`src/rtl/uart_rx_pkg.sv`:
```
// Shared state type and default sizing for the UART receive frame controller.
package uart_rx_pkg;

    typedef enum logic [2:0] {
        IDLE,
        START,
        DATA,
        PARITY,
        STOP,
        BREAK
    } rx_state_t;

    localparam int UART_RX_DATA_BITS_DEF  = 8;
    localparam int UART_RX_OVERSAMPLE_DEF = 16;

endpackage

```
`src/rtl/uart_rx_sync.sv`:
```
// Two-flop synchronizer for the serial line; resets to the idle (high) level.
module uart_rx_sync (
    input  logic clk_i,
    input  logic rst_i,
    input  logic d_i,
    output logic q_o
);

    logic [1:0] sync_q;

    always_ff @(posedge clk_i) begin
        if (rst_i) begin
            sync_q <= 2'b11;
        end else begin
            sync_q <= {sync_q[0], d_i};
        end
    end

    assign q_o = sync_q[1];

endmodule

```
`src/rtl/uart_rx_frame_ctrl.sv`:
```
// UART RX frame sequencer: bit-centre sampling, byte hand-off, sticky errors.
// Define UART_RX_PARITY_EN to add a parity bit check (parity_odd/parity_err).
module uart_rx_frame_ctrl
    import uart_rx_pkg::*;
#(
    parameter int DATA_BITS  = UART_RX_DATA_BITS_DEF,
    parameter int OVERSAMPLE = UART_RX_OVERSAMPLE_DEF
) (
    input  logic                 pclk,
    input  logic                 preset,
    input  logic                 utrrst,
    input  logic                 baud_tick,
    input  logic                 uart_rxd,
    output logic [DATA_BITS-1:0] rx_data,
    output logic                 rx_valid,
    input  logic                 rx_ready,
    output logic                 frame_err,
    output logic                 overrun_err,
    input  logic                 err_clear,
`ifdef UART_RX_PARITY_EN
    input  logic                 parity_odd,
    output logic                 parity_err,
`endif
    output logic                 rx_busy
);

    localparam int TW = $clog2(OVERSAMPLE);
    localparam int BW = $clog2(DATA_BITS + 1);
    localparam logic [TW-1:0] HALF_TICK = TW'(OVERSAMPLE / 2 - 1);
    localparam logic [TW-1:0] FULL_TICK = TW'(OVERSAMPLE - 1);
    localparam logic [BW-1:0] LAST_BIT  = BW'(DATA_BITS - 1);

    rx_state_t            state_q, state_d;
    logic [TW-1:0]        tick_q, tick_d;
    logic [BW-1:0]        bit_q, bit_d;
    logic [DATA_BITS-1:0] shift_q, shift_d;
    logic [DATA_BITS-1:0] data_q, data_d;
    logic                 valid_q, valid_d;
    logic                 ferr_q, ferr_d;
    logic                 oerr_q, oerr_d;
`ifdef UART_RX_PARITY_EN
    logic                 perr_q, perr_d;
`endif
    logic                 done;
    logic                 rxd_s;

    uart_rx_sync u_sync (
        .clk_i (pclk),
        .rst_i (preset),
        .d_i   (uart_rxd),
        .q_o   (rxd_s)
    );

    always_comb begin
        state_d = state_q;
        tick_d  = tick_q;
        bit_d   = bit_q;
        shift_d = shift_q;
        data_d  = data_q;
        valid_d = valid_q;
        ferr_d  = ferr_q;
        oerr_d  = oerr_q;
`ifdef UART_RX_PARITY_EN
        perr_d  = perr_q;
`endif
        done    = 1'b0;

        if (valid_q && rx_ready) valid_d = 1'b0;
        if (err_clear) begin
            ferr_d = 1'b0;
            oerr_d = 1'b0;
`ifdef UART_RX_PARITY_EN
            perr_d = 1'b0;
`endif
        end

        if (!utrrst) begin
            state_d = IDLE;
            tick_d  = '0;
            bit_d   = '0;
        end else begin
            case (state_q)
                IDLE: begin
                    if (!rxd_s) begin
                        state_d = START;
                        tick_d  = '0;
                    end
                end
                START: begin
                    if (baud_tick) begin
                        if (tick_q == HALF_TICK) begin
                            tick_d  = '0;
                            bit_d   = '0;
                            // A start bit gone high by its centre is a glitch.
                            state_d = rxd_s ? IDLE : DATA;
                        end else begin
                            tick_d = tick_q + 1'b1;
                        end
                    end
                end
                DATA: begin
                    if (baud_tick) begin
                        if (tick_q == FULL_TICK) begin
                            tick_d  = '0;
                            shift_d = {rxd_s, shift_q[DATA_BITS-1:1]};
                            bit_d   = bit_q + 1'b1;
                            if (bit_q == LAST_BIT) begin
`ifdef UART_RX_PARITY_EN
                                state_d = PARITY;
`else
                                state_d = STOP;
`endif
                            end
                        end else begin
                            tick_d = tick_q + 1'b1;
                        end
                    end
                end
`ifdef UART_RX_PARITY_EN
                PARITY: begin
                    if (baud_tick) begin
                        if (tick_q == FULL_TICK) begin
                            tick_d  = '0;
                            state_d = STOP;
                            if (rxd_s != (^shift_q ^ parity_odd)) perr_d = 1'b1;
                        end else begin
                            tick_d = tick_q + 1'b1;
                        end
                    end
                end
`endif
                STOP: begin
                    if (baud_tick) begin
                        if (tick_q == FULL_TICK) begin
                            tick_d = '0;
                            done   = 1'b1;
                            if (rxd_s) begin
                                state_d = IDLE;
                            end else begin
                                ferr_d  = 1'b1;
                                state_d = BREAK;
                            end
                        end else begin
                            tick_d = tick_q + 1'b1;
                        end
                    end
                end
                BREAK: begin
                    // Hold here so a line stuck low cannot look like a new start.
                    if (rxd_s) state_d = IDLE;
                end
                default: state_d = IDLE;
            endcase
        end

        if (done) begin
            if (!valid_q || rx_ready) begin
                data_d  = shift_q;
                valid_d = 1'b1;
            end else begin
                oerr_d = 1'b1;
            end
        end
    end

    always_ff @(posedge pclk) begin
        if (preset) begin
            state_q <= IDLE;
            tick_q  <= '0;
            bit_q   <= '0;
            shift_q <= '0;
            data_q  <= '0;
            valid_q <= 1'b0;
            ferr_q  <= 1'b0;
            oerr_q  <= 1'b0;
`ifdef UART_RX_PARITY_EN
            perr_q  <= 1'b0;
`endif
        end else begin
            state_q <= state_d;
            tick_q  <= tick_d;
            bit_q   <= bit_d;
            shift_q <= shift_d;
            data_q  <= data_d;
            valid_q <= valid_d;
            ferr_q  <= ferr_d;
            oerr_q  <= oerr_d;
`ifdef UART_RX_PARITY_EN
            perr_q  <= perr_d;
`endif
        end
    end

    assign rx_data     = data_q;
    assign rx_valid    = valid_q;
    assign frame_err   = ferr_q;
    assign overrun_err = oerr_q;
    assign rx_busy     = (state_q != IDLE);
`ifdef UART_RX_PARITY_EN
    assign parity_err  = perr_q;
`endif

endmodule

```
`config.mk`:
```
export PLATFORM = sky130hd
export DESIGN_NAME = uart_rx_frame_ctrl
export DESIGN_NICKNAME = d
export VERILOG_FILES = /design/src/rtl/uart_rx_pkg.sv /design/src/rtl/uart_rx_sync.sv /design/src/rtl/uart_rx_frame_ctrl.sv
export SDC_FILE = /design/constraint.sdc
export NUM_CORES = 1
export LEC_CHECK = 0
export BUFFER_PORTS_ARGS = -buffer_cell sky130_fd_sc_hd__buf_2
export CAP_MARGIN = 20
export CORE_AREA = 2 2 71 59
export CTS_CLUSTER_DIAMETER = 40
export DETAILED_ROUTE_END_ITERATION = 8
export DIE_AREA = 0 0 73 61
export GPL_ROUTABILITY_DRIVEN = 0
export PLACE_DENSITY_LB_ADDON = 0.15
export SYNTH_ARGS = -nofsm -noshare
export SYNTH_HDL_FRONTEND = slang
export SYNTH_SLANG_ARGS = --single-unit
```
`constraint.sdc`:
```
create_clock -name pclk -period 5.2 [get_ports pclk]
set_input_delay 1.04 -clock pclk [delete_from_list [all_inputs] [get_ports pclk]]
set_output_delay 1.04 -clock pclk [all_outputs]
set_load 0.02 [all_outputs]
```
### After elaboration in Yosys (flattened, before gate mapping)

Index checks and enable logic that the tools add are counted.

* word-level logic and storage cells: 82
* output and inout bits: 12
* flip-flop bits (word level): 32

* $add $sub $neg: 2
* mux-type cells: 39
* reductions and logical operators: 14
* eq/ne operators: 17
* bitwise operators: 1

Operator list (count)
* $mux W4: 9
* $mux W3: 10
* $mux W1: 16
* $ne A2 B2 Y1 const B: 8
* $pmux W3 S5: 1
* $pmux W4 S3: 1
* $reduce_and A9 Y1: 1
* $add A4 B1 Y4 const B: 2
* $eq A4 B3 Y1 const B: 2
* $pmux W4 S2: 1
* $reduce_and A4 Y1: 2
* $eq A3 B3 Y1 const B: 2
* $reduce_bool A3 Y1: 2
* $reduce_and A5 Y1: 1
* $eq A4 B4 Y1 const B: 1
* $ne A2 B1 Y1 const B: 2
* $reduce_or A2 Y1: 2
* $eq A3 B1 Y1 const B: 1
* $eq A3 B2 Y1 const B: 1
* $logic_not A3 Y1: 1
* $mux W2: 1
* $reduce_and A2 Y1: 1
* $reduce_bool A2 Y1: 1
* $logic_and A1 B1 Y1: 1
* 3 further kinds: 3

### Depth between registers and ports, before layout

Gate-level depths: netlist of the first run.

* word-level depth: 6
* mapped depth: 7
* mapped depth without buffers: 6

### Hierarchy

Synthesis of the first run repeated with hierarchy kept, for this count alone.

* cell total of the unflattened synthesis: 166
* area total of the unflattened synthesis: 1498.9 um^2

Modules (own cells, without submodules)
* uart_rx_frame_ctrl: seq. area each 600.6 um^2, area each 1446.4 um^2, times used 1, cells each 162
* uart_rx_sync: seq. area each 40.0 um^2, area each 52.6 um^2, times used 1, cells each 4

### Worst setup path before layout of the first run

No wires, ideal clock.

* path kind: in2reg
* from: input utrrst
* to: register data_q[0], in the netlist rx_data[0]
* data required time: 5072 ps
* arrival: 2247 ps
* stages on the path: 7
* setup time: 128 ps
* setup slack: 2825 ps
* cell sequence: clkbuf_1 nand2_1 or4_4 nand2b_4 buf_6 mux2i_1 nor2_1

* cells in the longest elaborated chain, start to end: 2

Ends and longest elaborated chain
* from (decl): RTL line uart_rx_frame_ctrl.sv:11 `input logic utrrst,`
* $mux W1: RTL line uart_rx_frame_ctrl.sv:77 `if (!utrrst) begin`
* $reduce_and A2 Y1 (no line)
* to (signal assigned): RTL line uart_rx_frame_ctrl.sv:184 `data_q <= data_d;`
* to (decl): RTL line uart_rx_frame_ctrl.sv:37 `logic [DATA_BITS-1:0] data_q, data_d;`

No other way between the ends.
A chain may end at the register's enable or synchronous reset.

### Worst setup path after layout of the first run

* from: register state_q[0]
* to: output rx_busy

* cells in the longest elaborated chain, start to end: 1

Ends and longest elaborated chain
* from (decl): RTL line uart_rx_frame_ctrl.sv:33 `rx_state_t state_q, state_d;`
* from (signal assigned): RTL line uart_rx_frame_ctrl.sv:180 `state_q <= state_d;`
* $reduce_bool A3 Y1: RTL line uart_rx_frame_ctrl.sv:198 `assign rx_busy = (state_q != IDLE);`
* to (decl): RTL line uart_rx_frame_ctrl.sv:24 `output logic rx_busy`

No other way between the ends.

==> flow_metrics.py, run 1 <==
metrics = {
    "synthesis": {
        "synthFlopType": "dfxtp_1",
        "syn-num-nets": 173,
        "synthCells": 164,
        "avgSynthCellArea_um2": 8.888,
        "syn_area_mm2": 0.001458,
        "ys_types": 49,
        "synth-seq-area-share_pct": 43.95,
        "synthArstFlopShare_pct": 0,
        "synth-edff-count": 0,
        "synth_seq_cells": 32,
        "ys_warn_count": 0,
    },
    "drt": {
        "wl_per_cell_um": 13.42,
        "drc": 0,
        "avgViaCountPerCell": 5.311,
        "first_iter_violations": 58,
        "num_vias": 1195,
        "first_pass_iters": 4,
        "wl_mm": 3.019,
        "final_antenna_net_count": 0,
    },
    "clock_network": {
        "post-cts-setup-buffers": 0,
        "cts_tree": "yes",
        "htreeDepth": 2,
        "cts_buffer_depth": 2,
        "clock-sinks": 32,
        "cts_resized": 0,
        "cts_hold_buf": 0,
        "worstSkewPairLatency_ps": 280,
        "cts_root_buf": "clkbuf_8",
        "numCtsBuffers": 5,
        "clkTransAtPathRegs_ps": 70,
    },
    "power_and_ir_drop": {
        "power_density_mw_per_mm2": 280.5,
        "power.total_mw": 0.4629,
        "leakagePower_nw": 0.6880,
        "peakVddDrop_mv": 0.1622,
    },
    "timing": {
        "max_freq_mhz": 423.8,
        "worstMarginPinSlew_ps": 748.5,
        "finalSetupViolCount": 0,
        "clock_skew_ps": 5.940,
        "min_period_over_period_pct": 45.37,
        "hold_viol": 0,
        "fin_crit_ps": 2359,
        "worst_slew_margin_rel_pct": 48.81,
        "tns_ps": 0,
        "rsz0062_at_grt": "false",
        "final-max-slew-violation-count": 0,
    },
    "min_path": {
        "whs_path_depth": 1,
        "holdCritPathClass": "reg2reg",
        "min_from": "u_sync.sync_q[0]",
    },
    "setup_path": {
        "cp-end-kind": "output pin",
        "crit_family": "flip-flops",
        "path_depth": 2,
        "cp-startpoint": "state_q[0]",
        "cp-start-kind": "flop",
        "crit_arrival_ps": 1320,
        "cp_cell_sequence": "or3_1 > buf_2",
        "required_ps": 4160,
        "cpPeakStageDelay_ps": 430,
        "path_buf_inv": 1,
        "critical_path.max_fanout": 14,
        "slowest_stage": "dfxtp_1",
        "critical_path_class": "reg2out",
        "worstRegToRegCells": 5,
        "reg2reg_from": "state_q[1]",
    },
    "global_routing": {
        "use_met2_pct": 21.36,
        "overflow": 0,
        "top_usage_layer": "met2",
        "use_met1_pct": 20.67,
        "use_met3_pct": 5.150,
        "grt_pass1_vias": 1089,
        "grt_pass1_wl_mm": 5.002,
        "antenna_found_initial": 0,
        "grt_max_degree": 24,
        "grt.total_usage_pct": 15.24,
    },
    "floorplan": {
        "die_h_um": 61,
        "row_count": 20,
        "io-pin-count": 19,
        "die_area_mm2": 0.004453,
        "fp.dieW_um": 73,
        "core_area_mm2": 0.003729,
        "initial_core_util_pct": 39.09,
    },
    "job": {
        "maxCapViolations": 0,
    },
    "layout": {
        "nets": 189,
        "area_delta_synth_final_pct": 13.22,
        "fillers": 381,
        "multiInputGateArea_um2": 760.7,
        "mostFrequentLayoutCell": "dfxtp_1",
        "seqCellArea_um2": 640.6,
        "diodes": 0,
        "final_cell_mix": "dfxtp_1 (32), buf_2 (18), nand2_1 (17), nor2_1 (17)",
        "drive_gt1_share_pct": 19.34,
    },
    "placement": {
        "dp_hpwl_mm": 2.071,
        "io_buffers": 18,
    },
    "outcome": {
        "status": "complete, no violations",
    },
}
-- Yosys cell counts, types with 3 or more instances --
cell type | n | share of area [%]
inv_1 | 3 | 0.77
dfxtp_1 | 32 | 44
mux2i_1 | 10 | 6.9
clkbuf_1 | 4 | 1.0
nand2b_1 | 5 | 2.1
a21oi_1 | 12 | 4.1
xor2_1 | 3 | 1.8
nor2_1 | 17 | 4.4
nand3_1 | 12 | 4.1
buf_2 | 3 | 1.0
nand2_1 | 17 | 4.4
-- cell families after synthesis --
family | Yosys count | synth area share, %
buffers and inverters | 12 | 3.862
adders and majority gates | 3 | 2.403
xor gates and xnor gates | 3 | 1.803
muxes | 10 | 6.867
AOI/OAI and AO/OA | 29 | 13.39
and+or+nand+nor | 75 | 27.73
DFF | 32 | 43.95
-- flip-flops by register name, indices dropped and copies added (netlist names) --
register       flops
u_sync.sync_q      2
overrun_err        1
state_q            3
tick_q             4
shift_q            8
frame_err          1
bit_q              4
rx_valid           1
rx_data            8
-- layout make-up --
| cell class | count | area share [%] |
|---|---|---|
| multi-input cells | 120 | 46.10 |
| flip-flops and latches | 32 | 38.82 |
| repair buffers | 18 | 5.459 |
| clock buffers | 6 | 5.004 |
| well taps | 44 | 3.336 |
| inverters | 3 | 0.6823 |
| clock inverters | 2 | 0.6065 |
-- through the flow --
step                cell area (um^2)  hold slack [ps]  cells  utilization [%]  setup WS, ps
finish                          1650            421.6    225            44.26          2841
global route                    1650            438.4    225            44.26          2770
CTS                             1650            428.6    225            44.26          2830
detailed placement              1558            399.8    217            41.78          2639
global placement                1558            396.4    217            41.78          2730
floorplan                       1458            389.5    164                -          2825
-- where the power goes --
part           switching (mW)  total, mW  internal [mW]
clock                  0.0907      0.196          0.105
combinational          0.0122     0.0188        0.00659
sequential            0.00179      0.248          0.246
-- layer usage --
metal / wire length (um) / up-vias
met1: 1570 / 545
met2: 1229 / 30
met5: 0 / -
li1: - / 613
met3: 160 / 7
met4: 59 / 0
-- final timing paths --
path | slack [ps] | to
hold reg to reg | 420 | u_sync.sync_q[1]
setup / recovery | 2840 | rx_busy
setup reg to reg | 3020 | shift_q[7]
hold / removal | 420 | u_sync.sync_q[1]
No activity file was read; power rests on OpenSTA's default activity.
==> run 2, diff against run 1 <==
--- a/config.mk
+++ b/config.mk
@@ -5,12 +5,13 @@
 export SDC_FILE = /design/constraint.sdc
 export NUM_CORES = 1
 export LEC_CHECK = 0
+export ABC_AREA = 1
 export BUFFER_PORTS_ARGS = -buffer_cell sky130_fd_sc_hd__buf_2
 export CAP_MARGIN = 20
-export CORE_AREA = 2 2 71 59
+export CORE_AREA = 2 2 73 61
 export CTS_CLUSTER_DIAMETER = 40
 export DETAILED_ROUTE_END_ITERATION = 8
-export DIE_AREA = 0 0 73 61
+export DIE_AREA = 0 0 75 63
 export GPL_ROUTABILITY_DRIVEN = 0
 export PLACE_DENSITY_LB_ADDON = 0.15
 export SYNTH_ARGS = -nofsm -noshare
==> constraint.sdc (replaced) <==
create_clock -name pclk -period 2.39 [get_ports pclk]
set_input_delay 0.478 -clock pclk [delete_from_list [all_inputs] [get_ports pclk]]
set_output_delay 0.478 -clock pclk [all_outputs]
set_load 0.02 [all_outputs]
==> run 2 against run 1 <==
  * Die area increased by 6.1%
  * Hold slack got worse by 50 ps
  * Via count increased by 16%
  * Core utilization increased by 0.43 points
  * Sequential share of layout area decreased by 3.2 points
  * Sequential cell count unchanged
  * Total power increased to 3.1 times the previous value
  * Critical path depth increased by 6
  * Register-to-register slack got worse by 2400 ps
  * Combinational power increased to 17 times the previous value
  * Clock power increased to 2.6 times the previous value
  * Clock-buffer cell count unchanged
==> flow_metrics.py, run 2 <==
metrics = {
    "outcome": {
        "status": "complete, no violations",
    },
    "power_and_ir_drop": {
        "seqPwrFrac_pct": 41.3,
        "p_int_mw": 0.9655,
        "clockPowerShare_pct": 35.9,
        "peakVddDrop_mv": 0.4289,
        "switching_share_pct": 31.77,
        "p_comb_share_pct": 22.8,
        "leakagePower_nw": 0.7971,
        "switchingPower_mw": 0.4496,
        "power_density_mw_per_mm2": 787.7,
    },
    "synthesis": {
        "avgSynthCellArea_um2": 6.876,
        "yosysMostFrequentCell": "nor2_1",
        "ys_warn_count": 0,
        "synthArstFlopShare_pct": 0,
        "yosys.area.top_type_share_pct": 40.86,
        "syn-num-nets": 237,
        "synth_area_leaders": "dfxtp_1 (41%), nor2_1 (12%), nand2_1 (12%)",
        "synth-seq-area-share_pct": 40.86,
        "synth-edff-count": 0,
        "synthCells": 228,
        "synth_seq_cells": 32,
        "synth_top_cells_by_count": "nor2_1 (51), nand2_1 (50), dfxtp_1 (32), nand3_1 (18)",
        "yosysTopAreaCell": "dfxtp_1",
        "ys_types": 24,
        "synthFlopType": "dfxtp_1",
        "syn_area_mm2": 0.001568,
    },
    "clock_network": {
        "numCtsBuffers": 5,
        "clock-sinks": 32,
        "cts_buffer_depth": 2,
        "clkTransAtPathRegs_ps": 70,
        "cts_hold_buf": 0,
        "cts_resized": 0,
        "cts_root_buf": "clkbuf_8",
        "worstSkewPairLatency_ps": 290,
        "htreeDepth": 2,
        "cts_tree": "yes",
        "post-cts-setup-buffers": 0,
    },
    "placement": {
        "place_inst": 299,
        "io_buffers": 18,
        "dp_hpwl_mm": 2.469,
    },
    "setup_path": {
        "worstRegToRegCells": 8,
        "slowest_stage": "dfxtp_1",
        "required_ps": 2550,
        "cp-end-kind": "flop",
        "crit_top_cell": "nand2_1",
        "cp_cell_sequence": "ha_1 > nand3_2 > nor3_4 > inv_2 > nor2_4 > nand2_1 > nand2_1 > a21oi_1",
        "crit_arrival_ps": 1930,
        "r2r-end": "rx_data[3]",
        "critical_path_class": "reg2reg",
        "critical_path.max_fanout": 11,
        "cp-start-kind": "flop",
        "cpPeakStageDelay_ps": 400,
        "reg2reg_from": "tick_q[0]",
        "ff2ff_setup_slack_ps": 630,
    },
    "drt": {
        "first_pass_iters": 4,
        "num_vias": 1383,
        "first_iter_violations": 75,
        "drc": 0,
        "wl_per_cell_um": 10.87,
        "avgViaCountPerCell": 4.505,
        "final_antenna_net_count": 0,
        "wl_mm": 3.336,
    },
    "global_routing": {
        "grt_max_degree": 16,
        "use_met1_pct": 25.89,
        "use_met2_pct": 18.97,
        "grt_pass1_vias": 1202,
        "antenna_found_initial": 0,
        "use_met3_pct": 4.355,
        "grt_pass1_wl_mm": 5.699,
        "grt.total_usage_pct": 16.21,
        "overflow": 0,
        "top_usage_layer": "met1",
    },
    "timing": {
        "finalSetupViolCount": 0,
        "fin_crit_ps": 1764,
        "min_period_over_period_pct": 73.83,
        "worstMarginPinSlew_ps": 569.8,
        "clock_skew_ps": 8.726,
        "worst_slew_margin_rel_pct": 61.87,
        "tns_ps": 0,
        "hold_viol": 0,
        "max_freq_mhz": 566.8,
        "final-max-slew-violation-count": 0,
        "rsz0062_at_grt": "false",
    },
    "floorplan": {
        "initial_core_util_pct": 39.00,
        "io-pin-count": 19,
        "die_h_um": 63,
        "fp.dieW_um": 75,
        "row_count": 21,
        "die_area_mm2": 0.004725,
        "core_area_mm2": 0.004020,
    },
    "job": {
        "maxCapViolations": 0,
    },
    "min_path": {
        "min_from": "uart_rxd",
        "whs_path_depth": 2,
        "hold_end": "u_sync.sync_q[0]",
        "holdCritPathClass": "in2reg",
    },
    "layout": {
        "final_cell_mix": "nor2_1 (51), nand2_1 (50), dfxtp_1 (32), nand3_1 (18), buf_2 (18)",
        "area_delta_synth_final_pct": 14.60,
        "instances_no_fill": 307,
        "mostFrequentLayoutCell": "nor2_1",
        "drive_gt1_share_pct": 16.40,
        "diodes": 0,
        "nets": 258,
        "fillers": 417,
    },
}
[run 2: cell types whose count changed after synthesis, sizes merged, moves of 8 or more]
cell	delta
o21ai	+10
nor2	+38
mux2i	-10
inv	+17
nand2	+35
nand3	+8
[run 2: critical path: cells and delay by family, from the launching register on]
kind,cells,cell delay (ps)
flip-flops,1,400
AO/OA/AOI/OAI,1,60
adder cells (fa/ha/maj),1,240
buffers and inverters,1,80
AND/OR/NAND/NOR,5,850
[run 2: power by group through the flow]
stage / Clock (mW) / Combinational [mW] / Sequential, mW
after floorplan: 0 / 0.274 / 0.578
after global placement: 0 / 0.326 / 0.596
after detailed placement: 0 / 0.320 / 0.596
after CTS: 0.525 / 0.321 / 0.584
after global routing: 0.544 / 0.378 / 0.587
final: 0.509 / 0.323 / 0.584
[run 2: logic make-up after synthesis]
kind of cell / after synthesis / synth area share [%]
adder cells (fa/ha/maj): 2 / 1.596
XOR/XNOR: 4 / 2.235
AND/OR/NAND/NOR: 135 / 37.75
flip-flops: 32 / 40.86
AO/OA/AOI/OAI: 30 / 9.976
buffers and inverters: 25 / 7.581
[run 2: worst max-delay path by stage]
| stage | start | to | slack, ps | depth (start not counted) |
|---|---|---|---|---|
| floorplan | tick_q[0] | shift_q[0] | 950 | 8 |
| global placement | tick_q[0] | rx_data[5] | 680 | 8 |
| detailed placement | tick_q[0] | rx_data[3] | 630 | 8 |
| CTS | tick_q[0] | rx_data[3] | 610 | 8 |
| global route | tick_q[0] | rx_data[3] | 390 | 8 |
| finish | tick_q[0] | rx_data[3] | 630 | 8 |
[run 2: cell type report]
class                   instances  area [um^2]  area share (%)
multi-input cells             171        808.3           44.99
flip-flops and latches         32        640.6           35.65
repair buffers                 18        90.09           5.014
inverters                      21        78.83           4.387
clock buffers                   6        72.57           4.039
well taps                      57        71.32           3.969
clock inverters                 2        35.03           1.950
[run 2: per-stage QoR]
| stage | power (mW) | setup slack, ps | util, % | hold WS [ps] | instance area (um^2) |
|---|---|---|---|---|---|
| after global placement | 0.9222 | 681.4 | 42.02 | 392.9 | 1689 |
| after detailed placement | 0.9164 | 625.3 | 42.02 | 398.2 | 1689 |
| after CTS | 1.430 | 612.2 | 44.69 | 362.0 | 1797 |
| after floorplan | 0.8523 | 953.4 | - | 389.5 | 1568 |
| after global routing | 1.510 | 393.9 | 44.69 | 370.1 | 1797 |
| final | 1.415 | 625.6 | 44.69 | 371.3 | 1797 |
[run 2: routing by layer]
metal / wire length, um / part of all wire [%]
met4: 59 / 1.8
met2: 1239 / 37
met1: 1935 / 58
met5: 0 / 0
met3: 103 / 3.1
==> run 3, diff against run 2 <==
--- a/config.mk
+++ b/config.mk
@@ -5,13 +5,13 @@
 export SDC_FILE = /design/constraint.sdc
 export NUM_CORES = 1
 export LEC_CHECK = 0
-export ABC_AREA = 1
+export ABC_AREA = 0
 export BUFFER_PORTS_ARGS = -buffer_cell sky130_fd_sc_hd__buf_2
 export CAP_MARGIN = 20
-export CORE_AREA = 2 2 73 61
+export CORE_AREA = 2 2 71 59
 export CTS_CLUSTER_DIAMETER = 40
 export DETAILED_ROUTE_END_ITERATION = 8
-export DIE_AREA = 0 0 75 63
+export DIE_AREA = 0 0 73 61
 export GPL_ROUTABILITY_DRIVEN = 0
 export PLACE_DENSITY_LB_ADDON = 0.15
 export SYNTH_ARGS = -nofsm -noshare
==> constraint.sdc (replaced) <==
create_clock -name pclk -period 1.5 [get_ports pclk]
set_input_delay 0.3 -clock pclk [delete_from_list [all_inputs] [get_ports pclk]]
set_output_delay 0.3 -clock pclk [all_outputs]
set_load 0.02 [all_outputs]
==> run 3 against run 2 <==
  * Core utilization grew 12 points
  * Critical endpoint is now state_q[2]
  * Worst setup slack lost 820 ps
  * Highest routed layer unchanged
  * Sequential cell count is the same
  * Design area grew 17%
  * Critical path type unchanged
  * The run now ends with negative setup slack left
  * Critical path depth shrank 2
  * Maximum frequency grew 3.9%
  * Sequential power grew 46%
  * Clock-buffer cell count grew 1
  * Non-clock buffer count grew 32
  * Via count shrank 1.8%
==> flow_metrics.py, run 3 (synthesis gave the netlist of run 1 again) <==
metrics = {
    "global_routing": {
        "grt_pass1_vias": 1212,
        "antenna_found_initial": 0,
        "grt_pass1_wl_mm": 5.740,
        "overflow": 0,
        "grt.total_usage_pct": 17.12,
        "grt_max_degree": 23,
    },
    "power_and_ir_drop": {
        "leakagePower_nw": 0.9054,
        "power_density_mw_per_mm2": 798.9,
        "peakVddDrop_mv": 0.5111,
    },
    "drt": {
        "first_pass_iters": 4,
        "num_vias": 1358,
        "first_iter_violations": 157,
        "avgViaCountPerCell": 5.305,
        "wl_mm": 3.577,
        "wl_per_cell_um": 13.97,
        "drc": 0,
        "final_antenna_net_count": 0,
    },
    "job": {
        "maxCapViolations": 0,
    },
    "layout": {
        "drive_gt1_share_pct": 43.87,
        "instances_no_fill": 256,
        "diodes": 0,
        "fillers": 333,
        "nets": 221,
        "area_delta_synth_final_pct": 44.64,
        "final_cell_mix": "dfxtp_1 (27), buf_4 (25), nor2_1 (17), buf_2 (17), nand2_1 (13)",
        "mostFrequentLayoutCell": "dfxtp_1",
        "fin_area_mm2": 0.002108,
    },
    "setup_path": {
        "cp_cell_sequence": "buf_4 > or3b_4 > o32ai_2 > nor3_2 > nor3b_2 > o31a_1",
        "crit_family": "simple AND/OR/NAND/NOR gates",
        "reg2reg_from": "state_q[0]",
        "ff2ff_setup_slack_ps": -200,
        "critical_path_class": "reg2reg",
        "required_ps": 1670,
        "r2r-end": "state_q[2]",
        "slowest_stage": "or3b_4",
        "cpPeakStageDelay_ps": 420,
        "cp-end-kind": "flop",
        "path_buf_inv": 1,
        "cp-start-kind": "flop",
        "crit_arrival_ps": 1870,
        "worstRegToRegCells": 6,
        "critical_path.max_fanout": 6,
    },
    "clock_network": {
        "cts_tree": "yes",
        "worstSkewPairLatency_ps": 280,
        "clkTransAtPathRegs_ps": 60,
        "htreeDepth": 2,
        "numCtsBuffers": 5,
        "clock-sinks": 32,
        "cts_buffer_depth": 2,
        "cts_hold_buf": 0,
        "cts_root_buf": "clkbuf_8",
    },
    "min_path": {
        "hold_end": "u_sync.sync_q[0]",
        "whs_path_depth": 2,
        "holdCritPathClass": "in2reg",
        "min_from": "uart_rxd",
    },
    "outcome": {
        "violations": "negative setup slack",
        "status": "finished, violations left",
    },
    "timing": {
        "rsz0062_at_grt": "true",
        "timing.hold.ws_ps": 205.0,
        "fin_ws_ps": -198.4,
        "worstMarginPinSlew_ps": 373.1,
        "worst_slew_margin_rel_pct": 75.12,
        "fin_crit_ps": 1698,
        "max_freq_mhz": 588.8,
        "final-max-slew-violation-count": 0,
        "hold_viol": 0,
        "min_period_over_period_pct": 113.2,
        "clock_skew_ps": 3.613,
        "finalSetupViolCount": 27,
    },
    "placement": {
        "dp_hpwl_mm": 2.526,
        "io_buffers": 18,
        "placed_area_mm2": 0.001839,
        "place_inst": 243,
    },
    "floorplan": {
        "core_area_mm2": 0.003729,
        "row_count": 20,
        "io-pin-count": 19,
        "fp.dieW_um": 73,
        "die_area_mm2": 0.004453,
        "die_h_um": 61,
        "initial_core_util_pct": 39.09,
    },
}
-- run 3: cell count changes in the layout (fill, tap and decap cells not counted), sizes merged, moves of 6 or more --
cell / delta
nand3: -8
a21oi: -6
mux2i: +10
inv: -17
o21ai: -10
nor2: -38
buf: +32
nand2b: +6
nand2: -35
-- run 3: layout make-up --
cell class / count / area, um^2 / area share (%)
Multi-Input combinational cell: 120 / 913.4 / 43.32
Tap cell: 44 / 55.05 / 2.611
Sequential cell: 32 / 651.9 / 30.92
Clock buffer: 7 / 96.34 / 4.570
Timing Repair Buffer: 50 / 380.4 / 18.04
Inverter: 3 / 11.26 / 0.5341
-- run 3: where the power goes --
part | total (mW) | switching [mW] | internal [mW] | leakage, nW
sequential | 0.854 | 0.00331 | 0.851 | 0.261
combinational | 0.122 | 0.0634 | 0.0590 | 0.594
clock | 0.708 | 0.300 | 0.408 | 0.0503
total | 1.68 | 0.367 | 1.32 | 0.905
-- run 3: stage by stage --
step                util [%]  setup TNS (ps)  worst slack, ps  power (mW)
floorplan                  -           -1325           -134.9      0.9296
finish                 56.54           -2343           -198.4       1.684
global route           56.54           -4261           -213.4       1.755
CTS                    53.05           -1622           -136.8       1.685
detailed placement     49.33           -2091           -149.9      0.9729
global placement       49.33           -1476           -125.7      0.9710
-- run 3: worst max-delay path by stage --
stage	cells past startpoint	endpoint	from	slack [ps]
after floorplan	7	rx_data[0]	tick_q[1]	-130
after detailed placement	5	bit_q[3]	state_q[0]	-150
after global routing	6	state_q[2]	state_q[0]	-210
after global placement	5	state_q[2]	baud_tick	-130
after CTS	6	rx_data[2]	tick_q[1]	-140
final	6	state_q[2]	state_q[0]	-200
-- run 3: timing repair --
item                       4_1_cts  5_1_grt
setup endpoints to repair       28       27
buffers inserted                 0        6
pin swaps                        4       13
gates resized for setup         13       20
-- run 3: routing by layer --
metal / GRT usage [%] / wire length (um) / up-vias
met5: 0 / 0 / -
met4: 7.937 / 71 / 0
met3: 3.987 / 154 / 9
met2: 24.97 / 1666 / 27
met1: 24.04 / 1684 / 647
li1: - / - / 675
-- run 3: worst reg2reg max path, stage by stage (launching register included) --
cell and delay, ps:
dfxtp_4 370, buf_4 140, or3b_4 420, o32ai_2 150, nor3_2 100, nor3b_2 180
o31a_1 230
